<file path="src/rtl/mmio_uart_tx.sv">
// Memory-mapped 8N1 UART transmitter with a small byte FIFO.
// DATA at +0x0 pushes bytes, STATUS at +0x4 reports FIFO/serializer state.
module mmio_uart_tx #(
  parameter logic [31:0] BASE_ADDR  = 32'h8000_0000,
  parameter int unsigned CLK_DIV    = 16,
  parameter int unsigned FIFO_DEPTH = 8
) (
  input  logic        clk,
  input  logic        rst,
  input  logic [31:0] mem_addr,
  input  logic [31:0] mem_wdata,
  input  logic [3:0]  mem_wmask,
  input  logic        mem_wstrobe,
  input  logic        mem_rstrobe,
  output logic [31:0] mem_rdata,
  output logic        mem_done,
  output logic        uart_tx,
  output logic        irq_empty
);

  localparam int AW = $clog2(FIFO_DEPTH);
  localparam int CW = $clog2(CLK_DIV);
  localparam logic [CW-1:0] DIV_M1  = CW'(CLK_DIV - 1);
  localparam logic [CW-1:0] CNT_ONE = CW'(1);
  localparam logic [AW:0]   PTR_ONE = (AW+1)'(1);

  typedef enum logic [1:0] {
    S_IDLE,
    S_START,
    S_DATA,
    S_STOP
  } state_e;

  state_e        state_q;
  logic [CW-1:0] cnt_q;
  logic [2:0]    bit_q;
  logic [7:0]    sh_q;
  logic          tx_q;

  logic [AW:0]   wptr_q;
  logic [AW:0]   rptr_q;
  logic [7:0]    mem_q [FIFO_DEPTH];

  logic          ovf_q;
  logic          ovf_d;
  logic          done_q;
  logic [31:0]   rdata_q;
  logic [31:0]   rdata_d;

  logic          hit;
  logic          wr_hit;
  logic          rd_hit;
  logic [1:0]    reg_sel;
  logic          push_req;
  logic          push;
  logic          pop;
  logic          full;
  logic          empty;
  logic          busy;
  logic          bit_end;
  logic [AW:0]   count;
  logic [31:0]   cnt32;
  logic [3:0]    cnt4;
  logic [31:0]   status;
  logic [7:0]    head;
  logic          unused_bits;

  assign unused_bits = ^{mem_addr[1:0], mem_wdata[31:8], mem_wmask[3:1]};

  assign hit     = (mem_addr[31:4] == BASE_ADDR[31:4]);
  assign wr_hit  = hit & mem_wstrobe;
  assign rd_hit  = hit & mem_rstrobe;
  assign reg_sel = mem_addr[3:2];

  assign count = wptr_q - rptr_q;
  assign empty = (wptr_q == rptr_q);
  assign full  = (wptr_q[AW] != rptr_q[AW]) &&
                 (wptr_q[AW-1:0] == rptr_q[AW-1:0]);
  assign head  = mem_q[rptr_q[AW-1:0]];

  assign bit_end = (cnt_q == '0);
  // A pop happens from IDLE, or from the last STOP cycle to chain frames.
  assign pop = !empty &&
               ((state_q == S_IDLE) ||
                ((state_q == S_STOP) && bit_end));

  assign push_req = wr_hit && (reg_sel == 2'd0) && mem_wmask[0];
  assign push     = push_req && !full;

  assign ovf_d = (push_req && full) ||
                 (ovf_q && !(wr_hit && (reg_sel == 2'd1) &&
                             mem_wmask[0] && mem_wdata[3]));

  assign busy = (state_q != S_IDLE) || !empty;

  assign cnt32  = 32'(count);
  assign cnt4   = (cnt32 > 32'd15) ? 4'hF : cnt32[3:0];
  assign status = {24'h0, cnt4, ovf_q, busy, empty, full};

  always_comb begin
    rdata_d = '0;
    if (rd_hit && (reg_sel == 2'd1)) rdata_d = status;
  end

  always_ff @(posedge clk or posedge rst) begin
    if (rst) begin
      done_q  <= 1'b0;
      rdata_q <= '0;
      ovf_q   <= 1'b0;
    end else begin
      done_q  <= wr_hit | rd_hit;
      rdata_q <= rdata_d;
      ovf_q   <= ovf_d;
    end
  end

  always_ff @(posedge clk or posedge rst) begin
    if (rst) begin
      wptr_q <= '0;
      rptr_q <= '0;
    end else begin
      if (push) wptr_q <= wptr_q + PTR_ONE;
      if (pop)  rptr_q <= rptr_q + PTR_ONE;
    end
  end

  always_ff @(posedge clk) begin
    if (push) mem_q[wptr_q[AW-1:0]] <= mem_wdata[7:0];
  end

  always_ff @(posedge clk or posedge rst) begin
    if (rst) begin
      state_q <= S_IDLE;
      cnt_q   <= '0;
      bit_q   <= '0;
      sh_q    <= '0;
      tx_q    <= 1'b1;
    end else begin
      unique case (state_q)
        S_IDLE: begin
          if (pop) begin
            state_q <= S_START;
            cnt_q   <= DIV_M1;
            sh_q    <= head;
            tx_q    <= 1'b0;
          end
        end
        S_START: begin
          if (bit_end) begin
            state_q <= S_DATA;
            cnt_q   <= DIV_M1;
            bit_q   <= '0;
            tx_q    <= sh_q[0];
            sh_q    <= {1'b0, sh_q[7:1]};
          end else begin
            cnt_q <= cnt_q - CNT_ONE;
          end
        end
        S_DATA: begin
          if (bit_end) begin
            cnt_q <= DIV_M1;
            if (bit_q == 3'd7) begin
              state_q <= S_STOP;
              tx_q    <= 1'b1;
            end else begin
              bit_q <= bit_q + 3'd1;
              tx_q  <= sh_q[0];
              sh_q  <= {1'b0, sh_q[7:1]};
            end
          end else begin
            cnt_q <= cnt_q - CNT_ONE;
          end
        end
        S_STOP: begin
          if (bit_end) begin
            if (pop) begin
              state_q <= S_START;
              cnt_q   <= DIV_M1;
              sh_q    <= head;
              tx_q    <= 1'b0;
            end else begin
              state_q <= S_IDLE;
            end
          end else begin
            cnt_q <= cnt_q - CNT_ONE;
          end
        end
        default: state_q <= S_IDLE;
      endcase
    end
  end

  assign mem_done  = done_q;
  assign mem_rdata = rdata_q;
  assign uart_tx   = tx_q;
  assign irq_empty = !busy;

endmodule

</file>
<file path="config.mk">
export PLATFORM = sky130hd
export DESIGN_NAME = mmio_uart_tx
export DESIGN_NICKNAME = d
export VERILOG_FILES = /design/src/rtl/mmio_uart_tx.sv
export SDC_FILE = /design/constraint.sdc
export NUM_CORES = 1
export LEC_CHECK = 0
export ABC_AREA = 0
export BUFFER_PORTS_ARGS = -buffer_cell sky130_fd_sc_hd__buf_2
export CORE_AREA = 3 3 95 97
export DETAILED_ROUTE_END_ITERATION = 10
export DIE_AREA = 0 0 98 100
export GPL_ROUTABILITY_DRIVEN = 1
export PLACE_DENSITY = 0.83
export RECOVER_POWER = 100
export SYNTH_ARGS = -nofsm -noshare
export SYNTH_HDL_FRONTEND = slang
export SYNTH_SLANG_ARGS = --single-unit
export TNS_END_PERCENT = 1
</file>
<file path="constraint.sdc">
create_clock -name clk -period 6.3 [get_ports clk]
set_clock_uncertainty 0.15 [all_clocks]
set_input_delay 0.315 -clock clk [delete_from_list [all_inputs] [get_ports clk]]
set_output_delay 0.315 -clock clk [all_outputs]
set_load 0.005 [all_outputs]
</file>
==> reports/metrics.yaml <==
power:
  swShare: 0.222
  power_density_nw_per_um2: 259
  p_leak_nw: 2.12
  ir_worst_vdd_mv: 0.192
  clockPowerShare: 0.370
  p_comb_frac: 0.088
  internal_power_mw: 1.06
  pwr-share-seq: 0.543
  p_sw_uw: 302
clocking:
  cts_resized: 0
  clockBufferDepth: 2
  cts_max_level: 3
  cts_buffers: 9
  cts_tree: "done"
  insertion_delay_ns: 0.36
  clk_pin_slew_ns: 0.10
  cts_setup_buffers: 0
  cts.sinks: 100
  clockRootBuffer: "clkbuf_8"
  cts_hold_buf: 1
global_routing:
  grt_start_max_net_pins: 37
  overflow: 0
  grt_usage: 0.191
  antenna_found_initial: 0
  grt_pass1_wl_mm: 14.3
  grt_pass1_vias: 2810
setup_path:
  arrival_ns: 3.94
  required_ns: 6.12
  crit_type: "register to register"
  worstPathMaxFanout: 20
  slowest_stage: "nor3b_1"
  crit_path_end_kind: "register"
  worstSetupStartpointType: "register"
  reg2reg_slack_ns: 2.18
  r2r-end: "mem_q[2][3]"
  slowest_delay_ns: 1.19
  r2r_cells: 6
  setup.worst_path.start: "rptr_q[2]"
  crit_chain: "inv_1, ha_1, and3_1, a21o_1, or4_1, nor3b_1"
  reg2reg_from: "rptr_q[2]"
place:
  gp_congestion: 0.768
  dp_hpwl_mm: 6.09
  port_buffers: 53
  pre_cts_ws_ns: 2.62
  postPlaceCellArea_sq_um: 5060
timing:
  whs_ns: 0.0573
  finalCritPeriodShare: 0.654
  fin_tns_setup_ns: 0
  hold_viol_final: 0
  max_slew.worst_pin.slew_ns: 1.92
  worst_slack_ns: 2.18
  finalCriticalPeriod_ns: 4.12
  slew_violations: 37
  fmax_mhz: 243
  slew-limit-headroom: -0.278
  setup_viol: 0
  rsz0062_at_grt: "no"
drt:
  wirelength_mm: 8.89
  firstDrtPassIters: 4
  num_vias: 2846
  antenna_left: 0
  viasPerCell: 5.71
  drt-initial-drc-count: 170
  wl_per_cell_um: 17.8
  route.detailed.drc: 0
die:
  die_h_um: 100
  io-pin-count: 107
  rows: 33
  die_x_um: 98
  core-area_sq_um: 8220
  start_util: 0.581
  dieArea_sq_um: 9800
logic_synthesis:
  syn_inst: 329
  yosys-top-cells-count: "edfxtp_1 (64), dfrtp_1 (35), buf_4 (24)"
  syn_area_per_cell_sq_um: 14.5
  synth_ff_type: "edfxtp_1"
  syn_area_sq_um: 4770
  synth_top_area_frac: 0.403
  async_flop_share: 0.360
  synth_top_area_cell: "edfxtp_1"
  yosysWarnings: 0
  synth-edff-count: 64
  yosysMostFrequentCell: "edfxtp_1"
  synth.top_cells.by_area: "edfxtp_1 (40%), dfrtp_1 (18%), mux4_1 (7.2%)"
  yosysSeqAreaShare: 0.592
  synth-seq-cells: 100
  synthDistinctLibCells: 57
cells_and_area:
  regArea_sq_um: 2820
  design_area_sq_um: 5260
  multi_input_area_sq_um: 1690
  nNetsFinal: 474
  drive_above_1_share: 0.214
  fillers: 602
  area_growth_pct: 10.1
  utilization: 0.640
  antenna_cells: 0
outcome:
  status: "finished with violations"
  violations: "capacitance limit, slew limit"
worst_hold_path:
  min_path_type: "input port to register"
  holdPathEnd: "ovf_q"
  hold_path_startpoint: "mem_addr[2]"
  min_path_cells: 2
job:
  drv_cap: 1
## layout by cell type (no fill, tap or decap), types with 7 or more instances in the layout
cell	n
buf_2	39
clkbuf_1	20
clkbuf_8	9
conb_1	24
dfrtp_1	35
edfxtp_1	64
ha_1	13
inv_1	18
mux2_2	21
mux2i_1	7
mux4_1	13
nand2_1	11
nor2_1	17
nor3_1	7
nor4_1	10
o21ai_0	7
## worst max-delay path, delay by kind of cell, from the launching register on
kind            cells  cell delay [ns]
compound gates      1             0.25
fa+ha+maj           1             0.36
buf+inv             1             0.15
flops               1             0.89
simple gates        3             1.92
## per-layer routing
| layer | up-vias | GRT usage | share of wire |
|---|---|---|---|
| met5 | - | 0 | 0 |
| met4 | 0 | 0.0767 | 0.015 |
| met3 | 14 | 0.0271 | 0.040 |
| met2 | 83 | 0.321 | 0.52 |
| met1 | 1425 | 0.254 | 0.42 |
| li1 | 1324 | - | - |
## final cells by class
type                       count  share of cell area
sequential                   100               0.537
multi-input combinational    198               0.322
timing repair buffer          61              0.0548
tap                          105              0.0250
clock inverter                 7              0.0248
clock buffer                   9              0.0236
inverter                      18              0.0129
## sequential cells by signal, indices dropped and copies added (netlist names)
register	flops
uart_tx	1
state_q	2
mem_rdata	8
ovf_q	1
mem_q	64
mem_done	1
rptr_q	4
cnt_q	4
wptr_q	4
bit_q	3
sh_q	8
## logic make-up after synthesis
family / Yosys count / synth area share
DFF: 100 / 0.592
and+or+nand+nor: 76 / 0.0941
buffers and inverters: 54 / 0.0679
muxes: 42 / 0.141
AOI/OAI and AO/OA: 33 / 0.0498
adders and majority gates: 14 / 0.0383
xor gates and xnor gates: 9 / 0.0165
other: 1 / 0.000786
## worst max-delay path by stage
stage / to / slack, ns / cells after the start
floorplan: mem_q[1][0] / 2.98 / 7
global placement: mem_q[2][2] / 2.73 / 6
detailed placement: mem_q[6][2] / 2.62 / 6
CTS: mem_q[6][1] / 2.56 / 6
global route: mem_q[2][3] / 1.82 / 6
finish: mem_q[2][3] / 2.18 / 6
## metrics by stage
stage | std cells | power, mW
after global routing | 498 | 1.41
after floorplan | 352 | 0.846
after detailed placement | 481 | 0.874
after CTS | 498 | 1.37
after global placement | 481 | 0.867
final | 498 | 1.36
## power by group through the flow
stage / registers [mW] / clock network (mW) / logic (mW)
CTS: 0.739 / 0.510 / 0.123
global placement: 0.751 / 0 / 0.116
floorplan: 0.749 / 0 / 0.0968
detailed placement: 0.753 / 0 / 0.121
global route: 0.742 / 0.539 / 0.134
finish: 0.739 / 0.503 / 0.119
No activity file was read; power rests on OpenSTA's default activity.
